`src/rtl/reg_scoreboard_pkg.sv`:
```
// Shared types and constants for the register-hazard scoreboard.
// Register codes are 4 bits; RAX/RDX name the IMUL/DIV destination pair.
package reg_scoreboard_pkg;

   localparam int NUM_GPR = 16;

   typedef logic [3:0] reg_code_t;

   localparam reg_code_t REG_RAX = 4'd0;
   localparam reg_code_t REG_RDX = 4'd2;

endpackage

```
`src/rtl/reg_scoreboard_stall_watchdog.sv`:
```
// Saturating count of consecutive stalled cycles.
// The sticky deadlock flag rises once the count reaches STALL_TIMEOUT.
module stall_watchdog #(
   parameter int STALL_TIMEOUT = 255
) (
   input  logic clk,
   input  logic reset,
   input  logic stall,
   output logic deadlock
);

   localparam logic [15:0] LIMIT = 16'(STALL_TIMEOUT);

   logic [15:0] count;

   // The flag is set on the same edge that brings the count up to LIMIT.
   always_ff @(posedge clk) begin
      if (reset) begin
         count    <= '0;
         deadlock <= 1'b0;
      end else if (stall) begin
         if (count != LIMIT) begin
            count <= count + 16'd1;
         end
         if (count >= LIMIT - 16'd1) begin
            deadlock <= 1'b1;
         end
      end else begin
         count <= '0;
      end
   end

endmodule

```
`src/rtl/reg_scoreboard.sv`:
```
// Register-hazard scoreboard feeding the operand-read stage stall input.
// Tracks in-flight GPR writes from issue until writeback.
module reg_scoreboard
   import reg_scoreboard_pkg::*;
#(
   parameter int NUM_REGS      = NUM_GPR,
   parameter int STALL_TIMEOUT = 255
) (
   input  logic                clk,
   input  logic                reset,
   input  logic                canReadIn,
   input  reg_code_t           sourceReg1In,
   input  logic                sourceReg1ValidIn,
   input  reg_code_t           sourceReg2In,
   input  logic                sourceReg2ValidIn,
   input  reg_code_t           destRegIn,
   input  logic                destRegValidIn,
   input  reg_code_t           destRegisterSpecialIn,
   input  logic                destRegisterSpecialValidIn,
   input  logic                isReadSuccessfulIn,
   input  logic                wbValidIn,
   input  reg_code_t           wbRegIn,
   input  logic                wbSpecialValidIn,
   input  reg_code_t           wbSpecialRegIn,
   input  logic                flushIn,
   output logic                hazardStallOut,
   output logic [NUM_REGS-1:0] pendingMaskOut,
   output logic                busyOut,
   output logic                errorOut,
   output logic                deadlockOut
);

   logic [NUM_REGS-1:0] pending;
   logic [NUM_REGS-1:0] setMask;
   logic [NUM_REGS-1:0] clearMask;
   logic                hazard;
   logic                issue;
   logic                protocolError;

   // Stall looks at registered state only, so a same-cycle writeback
   // still stalls and releases on the following cycle.
   always_comb begin
      hazard        = (sourceReg1ValidIn          && pending[sourceReg1In])
                   || (sourceReg2ValidIn          && pending[sourceReg2In])
                   || (destRegValidIn             && pending[destRegIn])
                   || (destRegisterSpecialValidIn && pending[destRegisterSpecialIn]);
      issue         = isReadSuccessfulIn && !(canReadIn && hazard);
      setMask       = '0;
      clearMask     = '0;
      if (issue && destRegValidIn) begin
         setMask[destRegIn] = 1'b1;
      end
      if (issue && destRegisterSpecialValidIn) begin
         setMask[destRegisterSpecialIn] = 1'b1;
      end
      if (wbValidIn) begin
         clearMask[wbRegIn] = 1'b1;
      end
      if (wbSpecialValidIn) begin
         clearMask[wbSpecialRegIn] = 1'b1;
      end
      protocolError = (isReadSuccessfulIn && canReadIn && hazard)
                   || (wbValidIn        && !pending[wbRegIn])
                   || (wbSpecialValidIn && !pending[wbSpecialRegIn]);
   end

   // Set is applied after clear so a younger issue wins over a retiring write.
   always_ff @(posedge clk) begin
      if (reset) begin
         pending  <= '0;
         errorOut <= 1'b0;
      end else if (flushIn) begin
         pending  <= '0;
      end else begin
         pending <= (pending & ~clearMask) | setMask;
         if (protocolError) begin
            errorOut <= 1'b1;
         end
      end
   end

   assign hazardStallOut = canReadIn && hazard;
   assign pendingMaskOut = pending;
   assign busyOut        = |pending;

   stall_watchdog #(
      .STALL_TIMEOUT(STALL_TIMEOUT)
   ) u_watchdog (
      .clk     (clk),
      .reset   (reset),
      .stall   (hazardStallOut),
      .deadlock(deadlockOut)
   );

endmodule

```
`config.mk`:
```
export PLATFORM = sky130hd
export DESIGN_NAME = reg_scoreboard
export DESIGN_NICKNAME = d
export VERILOG_FILES = /design/src/rtl/reg_scoreboard_pkg.sv /design/src/rtl/reg_scoreboard_stall_watchdog.sv /design/src/rtl/reg_scoreboard.sv
export SDC_FILE = /design/constraint.sdc
export NUM_CORES = 1
export LEC_CHECK = 0
export ABC_CLOCK_PERIOD_IN_PS = 3600
export CORE_ASPECT_RATIO = 0.9
export CORE_MARGIN = 2
export CORE_UTILIZATION = 40
export CTS_CLUSTER_DIAMETER = 150
export CTS_CLUSTER_SIZE = 40
export DETAILED_ROUTE_END_ITERATION = 10
export PLACE_DENSITY = 0.69
export SYNTH_ARGS = -nofsm -noshare
export SYNTH_HDL_FRONTEND = slang
export SYNTH_SLANG_ARGS = --single-unit
```
`constraint.sdc`:
```
create_clock -name clk -period 3.6 [get_ports clk]
set_input_delay 0.72 -clock clk [delete_from_list [all_inputs] [get_ports clk]]
set_output_delay 0.72 -clock clk [all_outputs]
set_load 0.01 [all_outputs]
```
==> results.py <==
metrics = {
    "die": {
        "rows": 29,
        "die-height_um": 85.0,
        "coreArea_um2": 7080,
        "die_area_um2": 8000,
        "start_util": 0.413,
        "io_pins": 55,
        "die_w_um": 94.0,
    },
    "timing": {
        "rsz0062_at_grt": "no",
        "hold_viol_final": 0,
        "clock_skew_ps": 4.76,
        "slew_headroom": 0.606,
        "setup_viol": 0,
        "layout_min_cycle_time_ps": 3280,
        "tightest_slew_ps": 590,
        "drv_slew": 0,
        "period_share": 0.912,
        "fmax_mhz": 305,
        "tns_ps": 0,
    },
    "finish": {
        "nFillCells": 636,
        "design_area_um2": 3740,
        "n_antenna_cell": 0,
        "area_growth_pct": 28.2,
        "nets": 412,
        "layout.cells.non_filler": 468,
        "drive_above_1_share": 0.224,
    },
    "cts": {
        "root_buffer": "clkbuf_8",
        "clkTransAtPathRegs_ps": 70,
        "cts_max_path_buffers": 2,
        "numCtsBuffers": 5,
        "h-tree-depth": 2,
        "clk_latency_ps": 280,
        "cts_tree": "done",
        "cts_sinks": 34,
    },
    "worst_setup_path": {
        "path_cells": "clkdlybuf4s50_1 > mux4_2 > mux2i_1 > nor3b_1 > or3_1 > o21ai_2 > inv_2 > dlymetal6s2s_1",
        "r2r_slack_ps": 1100,
        "cp_max_fo": 3,
        "worst_path_largest_cell_delay_ps": 530,
        "worst-path-buf-inv": 3,
        "worstPathArrival_ps": 2560,
        "rr_worst_depth": 8,
        "cpLargestDelayFamily": "buffers and inverters",
        "crit_slowest_cell": "clkdlybuf4s50_1",
        "cp-end-kind": "primary output",
        "critical_path_required_ps": 2880,
        "path_depth": 8,
        "cp-start-kind": "input port",
        "worstSetupPathType": "input port to primary output",
    },
    "global_route": {
        "antenna_found_initial": 0,
        "grt_pass1_vias": 2876,
        "grt_pass1_wl_um": 14800,
        "grt-ovfl-total": 0,
        "grt_max_degree": 28,
        "track_usage": 0.235,
    },
    "yosys": {
        "synthFlopType": "dfxtp_1",
        "yosysWarnings": 0,
        "ys_types": 43,
        "mappedNetlistNets": 351,
        "syn-cell-area_um2": 2920,
        "syn_inst": 314,
        "async_flop_share": 0,
        "synth_seq_cells": 34,
        "synth_edf_count": 0,
        "yosysSeqAreaShare": 0.233,
        "synth_area_per_cell_um2": 9.30,
    },
    "placement": {
        "placement.cell_area_um2": 3630,
        "hpwl_um": 6680,
        "io_buffer_count": 54,
        "routabilityCongestion": 1.01,
        "dpl.cell_count": 461,
    },
    "routing": {
        "num_vias": 2974,
        "via_per_inst": 6.35,
        "drt_iter0_drc": 396,
        "first_pass_iters": 5,
        "route.detailed.drc": 0,
        "routedWlPerCell_um": 19.8,
        "ant_nets": 0,
        "totalWireLength_um": 9280,
    },
    "power": {
        "p_per_area_nw_per_um2": 247,
        "power_leakage_nw": 1.20,
        "peakVddDrop_mv": 0.243,
    },
    "run_status": {
        "status": "finished, final reports clean",
    },
    "worst_hold_path": {
        "hold_depth": 1,
        "min_path_type": "flip-flop to flip-flop",
    },
    "flow_run": {
        "max_cap_viol_count": 0,
    },
}
## Yosys cell counts (all sizes together) (6+ instances only)
library cell / number / share of area
nor2: 16 / 0.021
nor4: 6 / 0.013
o21ai: 11 / 0.020
a22oi: 7 / 0.018
xnor2: 7 / 0.021
nand2: 38 / 0.049
o22ai: 9 / 0.019
o221a: 9 / 0.035
clkbuf: 16 / 0.021
mux2: 6 / 0.023
dfxtp: 34 / 0.23
xor2: 7 / 0.021
nor2b: 9 / 0.019
a2111oi: 10 / 0.082
nor3: 16 / 0.027
nand3: 24 / 0.041
nand4: 9 / 0.019
a21oi: 8 / 0.014
mux4: 22 / 0.17
o21ba: 6 / 0.021
## worst reg2reg max path: stages, from the launching register on
cell and delay, ps:
dfxtp_1 450, mux4_2 510, and3b_1 180, o41ai_2 320, nand4_1 130, o21ai_2 180
inv_2 50, buf_4 210, a2111oi_1 360
## cell type report
type,instances,area (um2),share of cell area
clock buffer,6,82.6,0.0221
clock inverter,1,30.0,0.00803
inverter,5,18.8,0.00502
multi-input combinational,255,2130,0.569
sequential,34,681,0.182
tap,93,116,0.0311
timing repair buffer,74,686,0.183
## path summary, 6_finish.rpt
kind | from | endpoint
setup / recovery | sourceReg1In[3] | hazardStallOut
hold / removal | u_watchdog.deadlock$_SDFFE_PP0P_ | u_watchdog.deadlock$_SDFFE_PP0P_
setup reg to reg | pendingMaskOut[9]$_SDFF_PP0_ | pendingMaskOut[1]$_SDFF_PP0_
hold reg to reg | u_watchdog.deadlock$_SDFFE_PP0P_ | u_watchdog.deadlock$_SDFFE_PP0P_
## through the flow
step           total power, W  setup WS (ps)   util  hold WS (ps)
2_1_floorplan        0.000489            418      -           489
3_3_place_gp         0.000573           -210  0.514           449
3_5_place_dp         0.000575           -261  0.514           461
4_1_cts              0.000933           10.4  0.528           480
5_1_grt              0.000962            223  0.529           502
6_report             0.000925            317  0.529           472
## per-layer routing
metal / track usage / part of all wire
met5: 0 / 0
met4: 0.0698 / 0.024
met3: 0.0684 / 0.13
met2: 0.332 / 0.42
met1: 0.345 / 0.43
## state kept, by name, indices dropped and copies added, names as in the netlist
name	count
errorOut	1
pendingMaskOut	16
u_watchdog.count	16
u_watchdog.deadlock	1
## where the power goes
part,total (W),internal [W],switching (W)
registers,0.000386,0.000379,0.00000660
logic,0.000182,0.0000865,0.0000954
clock network,0.000358,0.000221,0.000136
total,0.000925,0.000687,0.000238
## timing repair
item | in CTS | in global routing
buffers inserted | 0 | 0
resized for setup | 8 | 1
setup endpoints to repair | 1 | 1
hold buffers | 0 | 0
## cells by family (layout without fill, tap and decap cells)
family,Yosys count,in the layout,share of synthesized area
and+or+nand+nor,143,143,0.250
AOI/OAI and AO/OA,65,65,0.225
DFF,34,34,0.233
muxes,31,31,0.203
buffers and inverters,25,86,0.0381
xor gates and xnor gates,14,14,0.0420
adders and majority gates,2,2,0.00857
## placed cells by master, fill, tap and decap left out, drive strengths merged, types with 4 or more instances in the layout
master,n
a2111oi,10
a21oi,8
a22oi,7
buf,20
clkbuf,6
clkdlybuf4s50,46
dfxtp,34
dlygate4sd2,6
inv,5
mux2,6
mux4,22
nand2,38
nand2b,5
nand3,24
nand4,9
nor2,16
nor2b,9
nor3,16
nor3b,4
nor4,6
o21ai,11
o21ba,6
o221a,9
o22ai,9
xnor2,7
xor2,7
No activity file was read; power rests on OpenSTA's default activity.
